<file path="src/rtl/video_mixer_pipe.sv">
// Four-stage video output mixer: source select, scanlines, RGB->YPbPr matrix,
// clamp/stretch and sync shaping. Mode inputs are latched on the selected vsync rising edge.
module video_mixer_pipe #(
    parameter int IN_W  = 8,
    parameter int OUT_W = 6
) (
    input  logic             clk,
    input  logic             _reset,
    input  logic             ce_pix,
    input  logic             scandoubler_disable,
    input  logic             ypbpr,
    input  logic             ypbpr_full,
    input  logic [1:0]       scanlines,
    input  logic [IN_W-1:0]  r_i,
    input  logic [IN_W-1:0]  g_i,
    input  logic [IN_W-1:0]  b_i,
    input  logic             hsync_i,
    input  logic             vsync_i,
    input  logic [IN_W-1:0]  r_p,
    input  logic [IN_W-1:0]  g_p,
    input  logic [IN_W-1:0]  b_p,
    input  logic             hsync_p,
    input  logic             vsync_p,
    output logic [OUT_W-1:0] VGA_R,
    output logic [OUT_W-1:0] VGA_G,
    output logic [OUT_W-1:0] VGA_B,
    output logic             VGA_HS,
    output logic             VGA_VS
);
    typedef struct packed {
        logic       sd;
        logic       ypbpr;
        logic       full;
        logic [1:0] sl;
    } mode_t;

    typedef struct packed {
        logic sd;
        logic ypbpr;
        logic full;
    } pmode_t;

    mode_t       r_mode_lat, r_mode0;
    pmode_t      r_pm1, r_pm2;
    logic [7:0]  r_c0 [3];
    logic [7:0]  r_c1 [3];
    logic [7:0]  r_c2 [3];
    logic [10:0] r_m2 [3];
    logic        r_hs0, r_vs0, r_hs0_d, r_vs0_d;
    logic        r_hs1, r_vs1, r_hs2, r_vs2, r_par;

    logic [7:0]  w_src [3];
    logic [7:0]  w_s1  [3];
    logic [7:0]  w_out [3];
    logic        w_hs_sel, w_vs_sel, w_vs_edge;
    logic        w_hs_rise, w_vs_rise, w_par_next, w_dark_en, w_csync;
    logic [18:0] w_cr, w_cg, w_cb, w_y, w_pb, w_pr;

    function automatic logic [7:0] darken(input logic [7:0] c, input logic [1:0] sl);
        case (sl)
            2'b01:   return c - (c >> 2);
            2'b10:   return c >> 1;
            2'b11:   return c >> 2;
            default: return c;
        endcase
    endfunction

    function automatic logic [7:0] clamp(input logic [10:0] v, input logic [7:0] hi);
        if (v < 11'd16)
            return 8'd16;
        if (v > {3'd0, hi})
            return hi;
        return v[7:0];
    endfunction

    function automatic logic [7:0] stretch(input logic [7:0] v);
        logic [15:0] p;
        p = ({8'd0, v} - 16'd16) * 16'd73;
        return (p[15:6] > 10'd255) ? 8'd255 : p[13:6];
    endfunction

    // S0: source selection driven by the latched mode
    assign w_src[0] = r_mode_lat.sd ? r_i[IN_W-1 -: 8] : r_p[IN_W-1 -: 8];
    assign w_src[1] = r_mode_lat.sd ? g_i[IN_W-1 -: 8] : g_p[IN_W-1 -: 8];
    assign w_src[2] = r_mode_lat.sd ? b_i[IN_W-1 -: 8] : b_p[IN_W-1 -: 8];
    assign w_hs_sel = r_mode_lat.sd ? hsync_i : hsync_p;
    assign w_vs_sel = r_mode_lat.sd ? vsync_i : vsync_p;
    assign w_vs_edge = w_vs_sel & ~r_vs0;

    // S1: line parity; vsync clear has priority over hsync toggle
    assign w_vs_rise  = r_vs0 & ~r_vs0_d;
    assign w_hs_rise  = r_hs0 & ~r_hs0_d;
    assign w_par_next = w_vs_rise ? 1'b0 : (w_hs_rise ? ~r_par : r_par);
    assign w_dark_en  = w_par_next & (r_mode0.sl != 2'b00) & ~r_mode0.sd;

    // S2: the bias terms keep every sum non-negative, so modulo arithmetic is exact
    assign w_cr = {11'd0, r_c1[0]};
    assign w_cg = {11'd0, r_c1[1]};
    assign w_cb = {11'd0, r_c1[2]};
    assign w_y  = 19'd4096  + 19'd66  * w_cr + 19'd129 * w_cg + 19'd25  * w_cb;
    assign w_pb = 19'd32768 - 19'd38  * w_cr - 19'd74  * w_cg + 19'd112 * w_cb;
    assign w_pr = 19'd32768 + 19'd112 * w_cr - 19'd94  * w_cg - 19'd18  * w_cb;

    assign w_csync = r_pm2.sd | r_pm2.ypbpr;

    genvar gi;
    generate
        for (gi = 0; gi < 3; gi++) begin : g_chan
            // Channel 1 carries Y (limit 235); channels 0 and 2 carry Pr/Pb (limit 240)
            localparam logic [7:0] HI = (gi == 1) ? 8'd235 : 8'd240;
            assign w_s1[gi]  = w_dark_en ? darken(r_c0[gi], r_mode0.sl) : r_c0[gi];
            assign w_out[gi] = !r_pm2.ypbpr ? r_c2[gi] :
                               (r_pm2.full ? stretch(clamp(r_m2[gi], HI)) : clamp(r_m2[gi], HI));
        end
    endgenerate

    always_ff @(posedge clk or negedge _reset) begin
        if (!_reset) begin
            r_mode_lat <= '0;
            r_mode0    <= '0;
            r_pm1      <= '0;
            r_pm2      <= '0;
            r_hs0      <= 1'b0;
            r_vs0      <= 1'b0;
            r_hs0_d    <= 1'b0;
            r_vs0_d    <= 1'b0;
            r_hs1      <= 1'b0;
            r_vs1      <= 1'b0;
            r_hs2      <= 1'b0;
            r_vs2      <= 1'b0;
            r_par      <= 1'b0;
            for (int i = 0; i < 3; i++) begin
                r_c0[i] <= '0;
                r_c1[i] <= '0;
                r_c2[i] <= '0;
                r_m2[i] <= '0;
            end
            VGA_R  <= '0;
            VGA_G  <= '0;
            VGA_B  <= '0;
            VGA_HS <= 1'b1;
            VGA_VS <= 1'b1;
        end else if (ce_pix) begin
            for (int i = 0; i < 3; i++) begin
                r_c0[i] <= w_src[i];
                r_c1[i] <= w_s1[i];
                r_c2[i] <= r_c1[i];
            end
            r_hs0   <= w_hs_sel;
            r_vs0   <= w_vs_sel;
            r_hs0_d <= r_hs0;
            r_vs0_d <= r_vs0;
            r_mode0 <= r_mode_lat;
            if (w_vs_edge)
                r_mode_lat <= {scandoubler_disable, ypbpr, ypbpr_full, scanlines};

            r_par <= w_par_next;
            r_hs1 <= r_hs0;
            r_vs1 <= r_vs0;
            r_pm1 <= {r_mode0.sd, r_mode0.ypbpr, r_mode0.full};

            r_m2[0] <= 11'(w_pr >> 8);
            r_m2[1] <= 11'(w_y  >> 8);
            r_m2[2] <= 11'(w_pb >> 8);
            r_hs2   <= r_hs1;
            r_vs2   <= r_vs1;
            r_pm2   <= r_pm1;

            VGA_R  <= w_out[0][7 -: OUT_W];
            VGA_G  <= w_out[1][7 -: OUT_W];
            VGA_B  <= w_out[2][7 -: OUT_W];
            VGA_VS <= w_csync ? 1'b1 : r_vs2;
            VGA_HS <= w_csync ? ~(r_hs2 ^ r_vs2) : r_hs2;
        end
    end
endmodule

</file>
<file path="config.mk">
export PLATFORM = sky130hd
export DESIGN_NAME = video_mixer_pipe
export DESIGN_NICKNAME = d
export VERILOG_FILES = /design/src/rtl/video_mixer_pipe.sv
export SDC_FILE = /design/constraint.sdc
export NUM_CORES = 1
export LEC_CHECK = 0
export CAP_MARGIN = 10
export CORE_MARGIN = 3
export CORE_UTILIZATION = 29
export CTS_CLUSTER_SIZE = 12
export DETAILED_ROUTE_END_ITERATION = 8
export SYNTH_ARGS = -nofsm -noshare
export SYNTH_HDL_FRONTEND = slang
export SYNTH_SLANG_ARGS = --single-unit
</file>
<file path="constraint.sdc">
create_clock -name clk -period 6.03 [get_ports clk]
set_clock_uncertainty 0.15 [all_clocks]
set_input_delay 1.206 -clock clk [delete_from_list [all_inputs] [get_ports clk]]
set_output_delay 1.206 -clock clk [all_outputs]
set_load 0.1 [all_outputs]
</file>
Word level (Yosys, flattened, before mapping):

Index checks and enable logic that the tools add are counted.
Widths: inputs -> output; s select.

* multiplexer cells: 45
* multiply operators: 12
* bitwise gates (word level): 13
* equality and inequality tests: 3
* magnitude comparators: 9
* $add $sub $neg: 15
* reductions and logical operators: 2

Operator list (number)
* $mux 8: 27
* $pmux 8 s3: 3
* $mul 9x8->16 const B: 3
* $mul 6x8->14 const A: 3
* $gt 11x8->1 const B: 3
* $lt 11x5->1 const B: 3
* $gt 10x8->1 const B: 3
* $sub 8x5->9 const B: 3
* $mul 5x8->13 const A: 2
* $sub 8x6->8: 3
* $mul 3x8->11 const A: 2
* $add 18x16->19: 1
* $sub 18x14->19: 1
* $add 17x13->18: 1
* $sub 17x15->18: 1
* $sub 17x16->18: 1
* $add 16x15->17 const A: 1
* $add 16x16->17: 1
* $sub 16x14->17 const A: 1
* $add 13x15->16 const A: 1
* $mul 8x8->16 const A: 1
* $mux 1: 15
* $mul 4x8->12 const A: 1
* $not 1->1: 6
* other kinds (7): 12

* logic and storage cells: 137
* register bits after elaboration: 148
* input port bits: 60

Longest topological paths before layout:

Gate-level depths: netlist of the first run.

* word-level depth: 11
* depth in mapped cells: 24
* depth with buffers taken out: 23

Worst setup path before layout of the first run:

No wires, ideal clock.

* path type: reg-to-reg
* start: register r_c1[22] (netlist bit)
* end: register r_m2[7] (netlist bit)
* data required time: 5755 ps
* setup slack: 388 ps
* data arrival time: 5367 ps
* cell stages (with the launch flop): 25
* setup time: 125 ps
* path through: dfrtp_1 -> ha_1 -> inv_1 -> fa_1 -> inv_1 -> ha_1 -> buf_2 -> and3_1 -> a22oi_1 -> a21oi_1 -> or2_2 -> clkbuf_1 -> and2_1 -> nor2_1 -> xor2_1 -> fa_1 -> inv_1 -> ha_1 -> o211ai_1 -> nor3_1 -> a2111o_1 -> o31a_1 -> a21oi_1 -> xnor2_1 -> mux2_2

* longest elaborated chain between the ends: 4

Ends and longest elaborated chain
* start, declared: line 46 `logic [7:0] r_c1 [3];`
* start signal, assigned by index: line 146 `r_c1[i] <= w_s1[i];`
* $mul 5x8->13: line 101 `assign w_pb = 19'd32768 - 19'd38 * w_cr - 19'd74 * w_cg + 19'd112 * w_cb;`
* $sub 16x14->17: line 101
* $sub 17x16->18: line 101
* $add 18x16->19: line 101
* end, declared: line 48 `logic [10:0] r_m2 [3];`

Every way passes these cells.
A chain may end at the register's enable or synchronous reset.

Worst setup path after layout of the first run:

* start: register r_c1[14] (netlist bit)
* end: register r_m2[8] (netlist bit)

* longest elaborated chain between the ends: 3

Ends and longest elaborated chain (line)
* $mul 6x8->14: 101
* $sub 17x16->18: 101
* $add 18x16->19: 101

Every way passes these cells.

==> flow_summary.json, run 1 <==
{
  "status": "finished clean",
  "worstPathCellList": "buf_4, ha_1, ha_1, inv_1, fa_1, inv_1, ha_1, a21oi_1, o21ai_2, a21oi_1, o21bai_1, xor2_1, fa_1, inv_1, ha_1, o211ai_1, a31oi_1, a2111o_1, o31a_1, a31o_2, xor2_1, a21oi_1",
  "grt_max_degree": 125,
  "cts.hold.buffers_added": 0,
  "logic_depth_of_the_worst_setup_path_including_buffers": 22,
  "critical_path.top_delay_family": "adder cells",
  "share_of_synthesized_registers_carrying_an_async_set_or_reset_pct": 100,
  "grt_pass1_vias": 13800,
  "most-common-layout-cells": "sky130_fd_sc_hd__ha_1 (317), sky130_fd_sc_hd__inv_1 (254), sky130_fd_sc_hd__dfrtp_1 (137), sky130_fd_sc_hd__a21oi_1 (126), sky130_fd_sc_hd__o21ai_0 (125)",
  "seq_area_frac_synth_pct": 20.6,
  "final_common_cell": "sky130_fd_sc_hd__ha_1",
  "count_of_max_cap_constraint_violations": 0,
  "fp.coreArea_um2": 58000,
  "post-synth-top-area-fraction_pct": 23.2,
  "num_io_pins": 80,
  "buffer_ports.inserted": 79,
  "drt-initial-drc-count": 818,
  "drt-total-wl_um": 41500,
  "path_max_fanout": 5,
  "die-area_um2": 62000,
  "h-tree-depth": 4,
  "gp_routability_congestion": 0.914,
  "critPathRequiredTime_ns": 6.18,
  "final_layout_size_suffix_gt1_share_pct": 7.70,
  "core.rowCount": 88,
  "library_cell_with_the_largest_summed_area_after_synthesis": "sky130_fd_sc_hd__ha_1",
  "clock_sinks": 141,
  "min-delay-start": "VGA_VS",
  "dieWidth_um": 249,
  "cts-root-buf": "sky130_fd_sc_hd__clkbuf_16",
  "postSynth.topFlopCell": "sky130_fd_sc_hd__dfrtp_1",
  "cts-root-to-sink-buffers": 2,
  "post_synth_num_cell_types": 68,
  "syn_area_um2": 17100,
  "synthesis.area_per_instance_um2": 9.14,
  "clock_insertion_delay_worst_skew_ns": 0.44,
  "worst-endpoint-arrival_ns": 5.90,
  "finalNonFillerCells": 2738,
  "holdCritPathClass": "reg -> reg",
  "area_delta_synth_final_pct": 14.8,
  "r2r_cell_count": 22,
  "worst_path_max_delay_cell": "sky130_fd_sc_hd__fa_1",
  "num_vias": 13400,
  "worst_min_delay_path_endpoint": "VGA_VS",
  "min_delay_path_depth": 2,
  "detail_route.wl_per_cell_um": 15.1,
  "floorplan.initialDensity_pct": 29.5,
  "timing.final.crit_period_ns": 5.75,
  "critical_register_to_register_path_startpoint": "r_c1[14]",
  "cpPeakStageDelay_ns": 0.56,
  "cts_made_buffers": 17,
  "hpwlAfterDp_um": 34000,
  "grt_first_pass_wirelength_um": 70000,
  "fp.dieH_um": 249,
  "synth_enable_flop_cells": 0,
  "dpl.cell_count": 2702,
  "diodes": 0,
  "setup.worst_path.class": "reg -> reg",
  "reg2reg_to": "r_m2[8]",
  "global_route_total_overflow": 0,
  "final_hold_violating_endpoints": 0,
  "finalCritPeriodShare_pct": 95.3,
  "synth-seq-cells": 141,
  "finalSetupTns_ns": 0,
  "syn_warnings": 0,
  "worstPathBufferInverterCount": 4,
  "worst_slew_pin_slew_ns": 1.10,
  "cts_tree": "done",
  "cp-start-kind": "register",
  "worst_setup_path_end_kind": "register",
  "setup_viol": 0,
  "post_drt_via_cell_ratio": 4.88,
  "track_usage_pct": 13.6,
  "cell_types_with_the_largest_area_share_after_synthesis": "sky130_fd_sc_hd__ha_1 (23%), sky130_fd_sc_hd__dfrtp_1 (20%), sky130_fd_sc_hd__fa_1 (11%)",
  "synthesis.instances": 1873,
  "worst_slew_margin_rel_pct": 26.7,
  "final_net_count": 2433,
  "grt_antenna_before_repair": 0,
  "worst_setup_hold_path_clk_slew_ns": 0.07,
  "synth_fp_nets": 2346,
  "fmax_mhz": 174,
  "first_pass_iteration_count_of_the_detailed_router": 6,
  "report.final.slew_viol_count": 0,
  "detail_route.drc_violations": 0,
  "regToRegSetupSlack_ns": 0.28,
  "critical_path.most_common_cell": "sky130_fd_sc_hd__ha_1",
  "antenna_viol_nets_final": 0
}
[per-stage QoR]
step | worst slack (ns) | hold slack [ns] | cell area, um2 | util (%)
global placement | 0.215 | 0.335 | 19000 | 32.7
global route | -0.0102 | 0.369 | 19700 | 33.9
floorplan | 0.388 | 0.299 | 17100 | -
detailed placement | 0.128 | 0.338 | 19000 | 32.7
CTS | 0.115 | 0.351 | 19600 | 33.8
finish | 0.283 | 0.348 | 19700 | 33.9
[cell usage after synthesis, drive strengths merged (22+ instances only)]
cell type	n
xor2	37
nand2	93
nor2	99
inv	254
ha	317
o21a	22
a21o	39
clkbuf	42
mux2	50
mux2i	31
xnor2	101
a21oi	127
o21ai	132
dfrtp	139
fa	96
[area by class of cell]
class	instances	area [um2]
Fill cell	5945	38400
Multi-Input combinational cell	1423	12500
Sequential cell	141	3530
Timing Repair Buffer	120	1120
Inverter	257	968
Tap cell	765	957
Clock buffer	21	460
Clock inverter	11	156
[how the worst max path moves through the flow]
stage             start        to
2_1_floorplan  r_c1[22]   r_m2[7]
3_3_place_gp   r_c1[10]  r_m2[29]
3_5_place_dp   r_c1[17]   r_m2[7]
4_1_cts        r_c1[17]   r_m2[7]
5_1_grt        r_c1[18]  r_m2[17]
6_report       r_c1[14]   r_m2[8]
[repair_timing]
| item | CTS | global route |
|---|---|---|
| buffers inserted | 0 | 4 |
| hold endpoints to repair | 0 | 0 |
| endpoints found under the setup margin | 0 | 12 |
| gates resized for setup | 0 | 15 |
[metal layers]
| metal | vias up | track usage, % | routed length, um |
|---|---|---|---|
| li1 | 6664 | - | - |
| met1 | 6386 | 18.5 | 19900 |
| met2 | 247 | 22.8 | 19400 |
| met3 | 55 | 1.94 | 1410 |
| met4 | 0 | 3.25 | 775 |
| met5 | - | 0 | 0 |
[worst min-delay path, delay by kind of cell (launching register included)]
kind	cells	cell delay (ns)
AND/OR/NAND/NOR	1	0.08
AO/OA/AOI/OAI	1	0.04
flip-flops	1	0.37
[logic make-up after synthesis]
group                      after synthesis  share of synthesized area (%)
DFF                                    141                           20.6
buffers and inverters                  309                           6.78
muxes                                   81                           5.12
adders and majority gates              413                           34.4
xor gates and xnor gates               138                           7.06
and+or+nand+nor                        331                           9.22
AOI/OAI and AO/OA                      460                           16.8
[sequential cells by signal, indices dropped and copies added (netlist names), 3 cells and up]
register / flops
r_mode_lat: 5
VGA_G: 6
r_c2: 18
VGA_B: 6
r_pm1: 3
VGA_R: 6
r_mode0: 5
r_c1: 24
r_c0: 24
r_pm2: 3
r_m2: 32
Power of run 1 is not shown: default switching activity piles up to over one toggle a cycle in this logic, so the estimate is an artifact.
==> run 2, diff against run 1 <==
--- a/config.mk
+++ b/config.mk
@@ -7,9 +7,10 @@
 export LEC_CHECK = 0
 export CAP_MARGIN = 10
 export CORE_MARGIN = 3
-export CORE_UTILIZATION = 29
+export CORE_UTILIZATION = 55
 export CTS_CLUSTER_SIZE = 12
 export DETAILED_ROUTE_END_ITERATION = 8
+export PLACE_DENSITY = 0.77
 export SYNTH_ARGS = -nofsm -noshare
 export SYNTH_HDL_FRONTEND = slang
 export SYNTH_SLANG_ARGS = --single-unit
==> run 2 against run 1 <==
  * Clock-buffer cell count is 4 lower
  * Sequential cell count unchanged
  * Via count is 1.2% higher
  * Maximum frequency is 0.80% lower
  * Non-clock buffer count fell by 5
  * Register-to-register slack got worse by 0.05 ns
  * Sequential share of layout area up 0.55 points
  * Critical endpoint is now r_m2[17]
  * Highest routed layer unchanged
==> flow_summary.json, run 2 (same netlist as run 1, synthesis figures left out) <==
{
  "num_io_pins": 80,
  "critPathRequiredTime_ns": 6.20,
  "timing.final.crit_period_ns": 5.79,
  "critical_register_to_register_path_startpoint": "r_c1[17]",
  "antenna_viol_nets_final": 0,
  "crit_start": "r_c1[17]",
  "clock_sinks": 141,
  "fillCellCount": 2517,
  "cts.hold.buffers_added": 0,
  "detail_route.wl_per_cell_um": 17.1,
  "cp-start-kind": "register",
  "worst_slew_pin_slew_ns": 1.13,
  "final_net_count": 2428,
  "finalCritPeriodShare_pct": 96.1,
  "worst_setup_hold_path_clk_slew_ns": 0.06,
  "count_of_max_cap_constraint_violations": 0,
  "holdCritPathClass": "reg -> reg",
  "cts_tree": "done",
  "buffer_ports.inserted": 79,
  "reg.largest.list": "r_m2: 32 flops, r_c0: 24 flops, r_c1: 24 flops",
  "path_max_fanout": 5,
  "final_hold_violating_endpoints": 0,
  "multi_input_area_um2": 12500,
  "report.final.slew_viol_count": 0,
  "placedInstanceArea_um2": 18500,
  "diodes": 0,
  "setup.worst_path.class": "reg -> reg",
  "core.rowCount": 63,
  "die-area_um2": 33300,
  "drt-total-wl_um": 40300,
  "most_flop_heavy_register": "r_m2",
  "stdcell_area_um2": 19100,
  "final_common_cell": "sky130_fd_sc_hd__ha_1",
  "fp.dieH_um": 182,
  "grt_pass1_vias": 13900,
  "min-delay-start": "VGA_G[2]",
  "h-tree-depth": 4,
  "post_drt_via_cell_ratio": 5.73,
  "largest_reg_flops": 32,
  "grt_max_degree": 124,
  "first_pass_iteration_count_of_the_detailed_router": 5,
  "global_route_total_overflow": 0,
  "final_layout_size_suffix_gt1_share_pct": 7.72,
  "area_delta_synth_final_pct": 11.5,
  "dieWidth_um": 182,
  "num_vias": 13500,
  "floorplan.initialDensity_pct": 56.7,
  "track_usage_pct": 25.1,
  "finalSetupTns_ns": 0,
  "cts_made_buffers": 17,
  "drt-initial-drc-count": 734,
  "worst-endpoint-arrival_ns": 5.97,
  "hpwlAfterDp_um": 32400,
  "grt_antenna_before_repair": 0,
  "status": "finished clean",
  "fmax_mhz": 173,
  "fp.coreArea_um2": 30200,
  "worst_setup_path_end_kind": "register",
  "post-route-util_pct": 63.2,
  "setup_viol": 0,
  "area.sequential_um2": 3540,
  "gp_routability_congestion": 0.955,
  "cts-root-buf": "sky130_fd_sc_hd__clkbuf_16",
  "grt_first_pass_wirelength_um": 68400,
  "most-common-layout-cells": "sky130_fd_sc_hd__ha_1 (316), sky130_fd_sc_hd__inv_1 (254), sky130_fd_sc_hd__dfrtp_1 (135), sky130_fd_sc_hd__a21oi_1 (124), sky130_fd_sc_hd__o21ai_0 (124)",
  "worst_slew_margin_rel_pct": 24.4,
  "detail_route.drc_violations": 0,
  "cts-root-to-sink-buffers": 2,
  "clock_insertion_delay_worst_skew_ns": 0.44,
  "rsz_0062_raised_after_global_routing": "true"
}
run 2: timing repair:
| item | CTS | global route |
|---|---|---|
| setup endpoints to repair | 0 | 13 |
| gates resized for setup | 0 | 18 |
| buffers inserted | 0 | 0 |
run 2: routing by layer:
metal / share of wire, % / wire length [um] / up-vias / GRT usage (%)
met1: 46 / 18300 / 6530 / 33.2
met5: 0 / 0 / - / 0
met2: 48 / 19200 / 261 / 42.7
met3: 3.6 / 1460 / 70 / 3.65
li1: - / - / 6653 / -
met4: 3.0 / 1220 / 0 / 7.77
run 2: through the flow:
step / worst slack [ns] / hold slack (ns) / cells
floorplan: 0.388 / 0.299 / 1873
global placement: 0.219 / 0.331 / 2326
detailed placement: 0.0968 / 0.336 / 2326
CTS: 0.0364 / 0.348 / 2358
global route: -0.0292 / 0.372 / 2358
finish: 0.237 / 0.349 / 2358
run 2: worst paths after layout:
kind | end | slack, ns | depth (start not counted)
max | r_m2[17] | 0.24 | 21
min | VGA_G[2] | 0.35 | 2
max reg2reg | r_m2[17] | 0.24 | 21
min reg2reg | VGA_G[2] | 0.35 | 2
max in group asynchronous | r_c2[13] | 3.87 | 2
min in group asynchronous | r_c0[23] | 0.72 | 1
run 2: layout make-up:
cell class / count / share of cell area (%)
clock buffer: 17 / 2.23
inverter: 257 / 5.05
tap: 390 / 2.56
timing repair buffer: 115 / 5.64
multi-input combinational: 1423 / 65.3
clock inverter: 15 / 0.656
sequential: 141 / 18.5
run 2: critical path, cell delays in order, from the launching register on:
cell and delay (ns):
sky130_fd_sc_hd__dfrtp_1 0.45, sky130_fd_sc_hd__buf_4 0.20, sky130_fd_sc_hd__ha_1 0.20, sky130_fd_sc_hd__ha_1 0.34, sky130_fd_sc_hd__ha_1 0.18, sky130_fd_sc_hd__inv_1 0.05
sky130_fd_sc_hd__fa_1 0.41, sky130_fd_sc_hd__xnor2_1 0.15, sky130_fd_sc_hd__ha_1 0.27, sky130_fd_sc_hd__inv_1 0.05, sky130_fd_sc_hd__fa_1 0.52, sky130_fd_sc_hd__fa_1 0.44
sky130_fd_sc_hd__fa_1 0.54, sky130_fd_sc_hd__inv_1 0.04, sky130_fd_sc_hd__ha_1 0.18, sky130_fd_sc_hd__ha_1 0.33, sky130_fd_sc_hd__a21o_1 0.17, sky130_fd_sc_hd__a21oi_1 0.17
sky130_fd_sc_hd__a21boi_0 0.34, sky130_fd_sc_hd__o21ba_2 0.18, sky130_fd_sc_hd__xnor2_1 0.06, sky130_fd_sc_hd__mux2_2 0.26
Power of run 2 is left out for the same reason.
